$ cat src/rtl/rx_port_pkg.sv
// Shared types and constants for the rx_port read-request splitter.
package rx_port_pkg;

    typedef enum logic [2:0] {
        StIdle,
        StCalc,
        StWaitSpace,
        StReq,
        StAcked,
        StHold
    } state_e;

    localparam int unsigned MAX_READ_CAP = 4;
    localparam int unsigned WORD_BYTES   = 4;
    localparam int unsigned PAGE_WORDS   = 1024;

    // Largest read in words for a MAX_READ code; codes above the cap saturate at 512 words.
    function automatic logic [9:0] max_read_words(input logic [2:0] max_read);
        logic [2:0] cap;
        cap = (max_read > 3'(MAX_READ_CAP)) ? 3'(MAX_READ_CAP) : max_read;
        return 10'd32 << cap;
    endfunction

endpackage

$ cat src/rtl/rx_req_len_calc.sv
// Chunk length: min(remaining, max read size, words to the next 4 KB page).
// The page-boundary term is only active when RXREQ_SPLIT_4K_EN is defined.
module rx_req_len_calc
    import rx_port_pkg::*;
(
    input  logic [30:0] remaining,
    input  logic [2:0]  max_read,
    input  logic [9:0]  page_ofs,
    output logic [9:0]  chunk
);

`ifdef RXREQ_SPLIT_4K_EN
    localparam bit Split4kEn = 1'b1;
`else
    localparam bit Split4kEn = 1'b0;
`endif

    logic [10:0] to_boundary;
    logic [10:0] max_words;
    logic [9:0]  lim;

    always_comb begin
        to_boundary = Split4kEn ? (11'(PAGE_WORDS) - {1'b0, page_ofs}) : 11'(PAGE_WORDS);
        max_words   = {1'b0, max_read_words(max_read)};
        // max_words never exceeds 512, so the 10-bit limit cannot truncate
        lim         = (to_boundary < max_words) ? to_boundary[9:0] : max_words[9:0];
        chunk       = (remaining < 31'(lim)) ? remaining[9:0] : lim;
    end

endmodule

$ cat src/rtl/rx_port_read_splitter.sv
// Splits a host-buffer transfer descriptor into space-gated read requests for the
// rx_port MAIN channel. Optional 4 KB splitting is controlled by RXREQ_SPLIT_4K_EN.
module rx_port_read_splitter
    import rx_port_pkg::*;
#(
    parameter int unsigned SpaceLat = 6
) (
    input  logic        clk,
    input  logic        rst_n,
    input  logic        xfer_start,
    input  logic [63:0] xfer_addr,
    input  logic [30:0] xfer_len,
    input  logic        xfer_abort,
    input  logic [2:0]  max_read,
    input  logic [15:0] space_avail,
    output logic        main_req,
    output logic [9:0]  main_len,
    output logic [63:0] main_addr,
    input  logic        main_req_proc,
    output logic        xfer_busy,
    output logic        xfer_done,
    output logic [30:0] xfer_req_words
);

    state_e      state_q, state_d;
    logic [63:0] addr_q, addr_d;
    logic [30:0] rem_q, rem_d;
    logic [9:0]  chunk_q, chunk_d;
    logic [30:0] req_words_q, req_words_d;
    logic        main_req_q, main_req_d;
    logic [9:0]  main_len_q, main_len_d;
    logic [63:0] main_addr_q, main_addr_d;
    logic        done_q, done_d;
    logic        abort_q, abort_d;
    logic [15:0] hold_cnt_q, hold_cnt_d;
    logic [9:0]  calc_chunk;

    rx_req_len_calc u_len_calc (
        .remaining (rem_q),
        .max_read  (max_read),
        .page_ofs  (addr_q[11:2]),
        .chunk     (calc_chunk)
    );

    always_comb begin
        state_d     = state_q;
        addr_d      = addr_q;
        rem_d       = rem_q;
        chunk_d     = chunk_q;
        req_words_d = req_words_q;
        main_req_d  = main_req_q;
        main_len_d  = main_len_q;
        main_addr_d = main_addr_q;
        done_d      = 1'b0;
        abort_d     = abort_q;
        hold_cnt_d  = hold_cnt_q;

        unique case (state_q)
            StIdle: begin
                abort_d = 1'b0;
                if (xfer_abort) begin
                    done_d = 1'b1;
                end else if (xfer_start) begin
                    addr_d      = xfer_addr & ~64'h3;
                    rem_d       = xfer_len;
                    req_words_d = '0;
                    if (xfer_len == '0) begin
                        done_d = 1'b1;
                    end else begin
                        state_d = StCalc;
                    end
                end
            end
            StCalc: begin
                if (xfer_abort) begin
                    done_d  = 1'b1;
                    state_d = StIdle;
                end else begin
                    chunk_d = calc_chunk;
                    state_d = StWaitSpace;
                end
            end
            StWaitSpace: begin
                if (xfer_abort) begin
                    done_d  = 1'b1;
                    state_d = StIdle;
                end else if (space_avail >= {6'b0, chunk_q}) begin
                    main_req_d  = 1'b1;
                    main_addr_d = addr_q;
                    main_len_d  = chunk_q;
                    state_d     = StReq;
                end
            end
            StReq: begin
                // Once presented, a request is never withdrawn; abort waits for the handshake
                abort_d = abort_q | xfer_abort;
                if (main_req_proc) begin
                    main_req_d  = 1'b0;
                    addr_d      = addr_q + 64'(chunk_q) * 64'(WORD_BYTES);
                    rem_d       = rem_q - 31'(chunk_q);
                    req_words_d = req_words_q + 31'(chunk_q);
                    state_d     = StAcked;
                end
            end
            StAcked: begin
                abort_d = abort_q | xfer_abort;
                if (!main_req_proc) begin
                    if (abort_q || xfer_abort) begin
                        done_d  = 1'b1;
                        state_d = StIdle;
                    end else begin
                        hold_cnt_d = 16'(SpaceLat);
                        state_d    = StHold;
                    end
                end
            end
            StHold: begin
                // Stays SpaceLat cycles so SPACE_AVAIL reflects the previous request
                if (xfer_abort) begin
                    done_d  = 1'b1;
                    state_d = StIdle;
                end else if (hold_cnt_q <= 16'd1) begin
                    if (rem_q != '0) begin
                        state_d = StCalc;
                    end else begin
                        done_d  = 1'b1;
                        state_d = StIdle;
                    end
                end else begin
                    hold_cnt_d = hold_cnt_q - 16'd1;
                end
            end
            default: begin
                state_d = StIdle;
            end
        endcase
    end

    always_ff @(posedge clk or negedge rst_n) begin
        if (!rst_n) begin
            state_q     <= StIdle;
            addr_q      <= '0;
            rem_q       <= '0;
            chunk_q     <= '0;
            req_words_q <= '0;
            main_req_q  <= 1'b0;
            main_len_q  <= '0;
            main_addr_q <= '0;
            done_q      <= 1'b0;
            abort_q     <= 1'b0;
            hold_cnt_q  <= '0;
        end else begin
            state_q     <= state_d;
            addr_q      <= addr_d;
            rem_q       <= rem_d;
            chunk_q     <= chunk_d;
            req_words_q <= req_words_d;
            main_req_q  <= main_req_d;
            main_len_q  <= main_len_d;
            main_addr_q <= main_addr_d;
            done_q      <= done_d;
            abort_q     <= abort_d;
            hold_cnt_q  <= hold_cnt_d;
        end
    end

    assign main_req       = main_req_q;
    assign main_len       = main_len_q;
    assign main_addr      = main_addr_q;
    assign xfer_busy      = (state_q != StIdle);
    assign xfer_done      = done_q;
    assign xfer_req_words = req_words_q;

endmodule

$ cat config.mk
export PLATFORM = sky130hd
export DESIGN_NAME = rx_port_read_splitter
export DESIGN_NICKNAME = d
export VERILOG_FILES = /design/src/rtl/rx_port_pkg.sv /design/src/rtl/rx_req_len_calc.sv /design/src/rtl/rx_port_read_splitter.sv
export SDC_FILE = /design/constraint.sdc
export NUM_CORES = 1
export LEC_CHECK = 0
export BUFFER_PORTS_ARGS = -buffer_cell sky130_fd_sc_hd__buf_4
export CORE_MARGIN = 1.5
export CORE_UTILIZATION = 30
export DETAILED_ROUTE_END_ITERATION = 6
export GPL_TIMING_DRIVEN = 0
export SETUP_SLACK_MARGIN = 0.4
export SYNTH_ARGS = -nofsm -noshare
export SYNTH_HDL_FRONTEND = slang
export SYNTH_HIERARCHICAL = 1
export SYNTH_SLANG_ARGS = --single-unit
$ cat constraint.sdc
create_clock -name clk -period 6.63 [get_ports clk]
set_input_delay 1.326 -clock clk [delete_from_list [all_inputs] [get_ports clk]]
set_output_delay 1.326 -clock clk [all_outputs]
set_load 0.005 [all_outputs]
==> qor.yml <==
period_minus_slack_ns: 3.96
vias: 13280
drive_gt1_share_pct: 24.0
h-tree-depth: 1
yosysTopAreaCellShare_pct: 41.4
ff2ff_path_depth: 8
routabilityCongestion: 0.932
pin_count: 227
ys.flop_type: "dfrtp_1"
vias_per_cell: 5.72
wire_per_inst_microns: 23.3
synth_edf_count: 0
synth_area_leader_cell: "dfrtp_1"
synth_cell_types: 90
drv_cap: 0
async_reset_ff_share_pct: 100
diodes: 0
port_buffers: 220
ys_warn_count: 6
hold_path_class: "register to register"
crit_type: "input port to register"
rsz0062_at_grt: "no"
finalMaxSlewViolations: 0
setup_viol: 0
fillers: 4555
end_kind: "register"
clock-sinks: 228
overflow: 0
clk_latency_ns: 0.58
grt_max_degree: 113
finalCritPeriodShare_pct: 59.7
crit_path_max_fanout: 10
power_w: 0.00758
totalWireLength_microns: 54200
antenna_found_initial: 0
arrival_ns: 4.35
worstMarginPinSlew_ns: 1.32
clockBufferDepth: 3
core_sq_um: 45400
reg2reg_slack_ns: 2.93
synth_cells: 1452
power.leakage_nw: 7.24
cts_made_buffers: 27
status: "completed"
nets: 1873
groute.usage.overall_pct: 22.7
stdcell_count: 2323
ant_nets: 0
synth.top_cells.by_area: "dfrtp_1 (41%), mux2_2 (6.1%), ha_1 (4.3%)"
dieArea_sq_um: 47300
dpl.hpwl_microns: 40300
whs_ns: 0.507
hold_viol_final: 0
startpoint: "xfer_abort"
drcViolationCount: 0
tns_ns: 0
cp-endpoint: "rem_q[26]$_DFFE_PN0P_"
synth.avg_cell_area_sq_um: 9.50
area_delta_synth_final_pct: 24.5
path_clk_slew_ns: 0.06
worst_slew_margin_rel_pct: 11.6
cts-resized-gates: 0
post-place-cells: 2275
start_util_pct: 30.4
hold_buffers: 0
cts_root_buf: "clkbuf_16"
hold_path_startpoint: "main_addr[24]$_DFFE_PN0P_"
die_h_microns: 217
grt_pass1_vias: 13087
cp-start-kind: "input port"
dr.pass1.iters: 5
grt_pass1_wl_microns: 81700
ir_drop_mv: 0.195
power_density_nw_per_um2: 442
fmax_mhz: 253
fin_worst_skew_ns: 0.0228
rows: 78
cp_data_required_time_ns: 7.02
r2r-end: "main_len[4]$_DFFE_PN0P_"
rr_startpoint: "chunk_q[9]$_DFFE_PN0P_"
ys_ff_latch: 228
drt_iter0_drc: 1379
cts_setup_buffers: 0
synth-seq-area-share_pct: 41.4
cts_tree: "yes"
dieWidth_microns: 217
synth.cell_area_sq_um: 13800
critical path: stages:
cell       delay [ns]
buf_6            0.12
or4b_4           0.58
a21oi_2          0.65
clkbuf_1         0.77
buf_1            0.75
a2bb2oi_1        0.15
synthesized netlist by cell type, drive strengths merged (9+ instances only):
cell,number
nand3,69
and3,22
buf,24
a22oi,9
a211oi,23
and2,18
mux2i,14
a21oi,76
ha,47
nand2,136
mux2,76
o22ai,19
o22a,10
nand4,23
inv,36
a311oi,12
xor2,25
nor2,119
o311ai,10
o21ai,70
a31oi,19
nor4,43
o21a,9
o211ai,21
dfrtp,228
clkbuf,56
a21o,11
nor2b,12
and4,9
or3,12
nor3,44
xnor2,30
stage by stage:
stage / util [%] / cell area (sq um) / setup slack (ns)
CTS: 37.9 / 17200 / 2.82
finish: 37.9 / 17200 / 2.67
global placement: 35.7 / 16200 / 2.26
floorplan: - / 13800 / 3.31
detailed placement: 35.8 / 16300 / 2.25
global route: 37.9 / 17200 / 2.63
per-layer routing:
layer	wire, microns	vias to the layer above	global-route usage [%]
met5	0	-	0
met4	2550	0	10.8
met3	4420	141	4.11
met2	24200	681	34.5
met1	23000	6525	30.9
li1	-	5933	-
layout make-up:
| cell class | instances | area, sq um | share of cell area [%] |
|---|---|---|---|
| Clock inverter | 12 | 174 | 1.01 |
| Clock buffer | 36 | 739 | 4.30 |
| Sequential cell | 228 | 5710 | 33.2 |
| Inverter | 36 | 135 | 0.787 |
| Buffer | 80 | 379 | 2.21 |
| Timing Repair Buffer | 222 | 1710 | 9.98 |
| Tap cell | 600 | 751 | 4.37 |
| Multi-Input combinational cell | 1109 | 7580 | 44.1 |
cells in the final DEF, fill, tap and decap left out, types with 21 or more instances in the layout:
cell	netlist	routed
dfrtp_1	228	228
xnor2_1	30	30
o211ai_1	21	21
a21oi_1	74	74
mux2_2	75	75
and3_1	22	22
ha_1	47	47
xor2_1	25	25
inv_1	36	36
nand4_1	21	21
o21ai_0	70	70
nor4_1	35	35
buf_4	2	221
nor2_1	115	115
nand2_1	136	136
clkbuf_1	51	57
nand3_1	68	68
clkbuf_16	0	27
nor3_1	42	42
worst min path at each step:
stage | to | slack (ns) | cells past startpoint
detailed placement | main_addr[31]$_DFFE_PN0P_ | 0.50 | 1
finish | main_addr[24]$_DFFE_PN0P_ | 0.51 | 1
global route | main_addr[25]$_DFFE_PN0P_ | 0.53 | 1
CTS | main_len[9]$_DFFE_PN0P_ | 0.51 | 1
global placement | addr_q[4]$_DFFE_PN0P_ | 0.49 | 2
floorplan | addr_q[4]$_DFFE_PN0P_ | 0.47 | 2
state kept, by name, indices dropped and copies added, names as in the netlist:
name	flops
abort_q	1
addr_q	62
chunk_q	10
hold_cnt_q	16
main_addr	62
main_len	10
main_req	1
rem_q	31
state_q	3
xfer_done	1
xfer_req_words	31
power by group:
group	internal (W)	total [W]	leakage (nW)	switching (W)
Clock	0.000938	0.00158	0.447	0.000640
Combinational	0.00144	0.00335	3.96	0.00191
Sequential	0.00197	0.00266	2.83	0.000687
kinds of logic after synthesis:
logic type               count (synthesis)  share of synthesized area [%]
other                                    1                         0.0272
multiplexers                            90                           7.25
AO/OA/AOI/OAI                          360                           18.4
AND/OR/NAND/NOR                        552                           21.0
XOR/XNOR                                55                           3.49
buffers and inverters                  116                           3.73
flip-flops                             228                           41.4
adder cells (fa/ha/maj)                 50                           4.70
No activity file was read; power rests on OpenSTA's default activity.
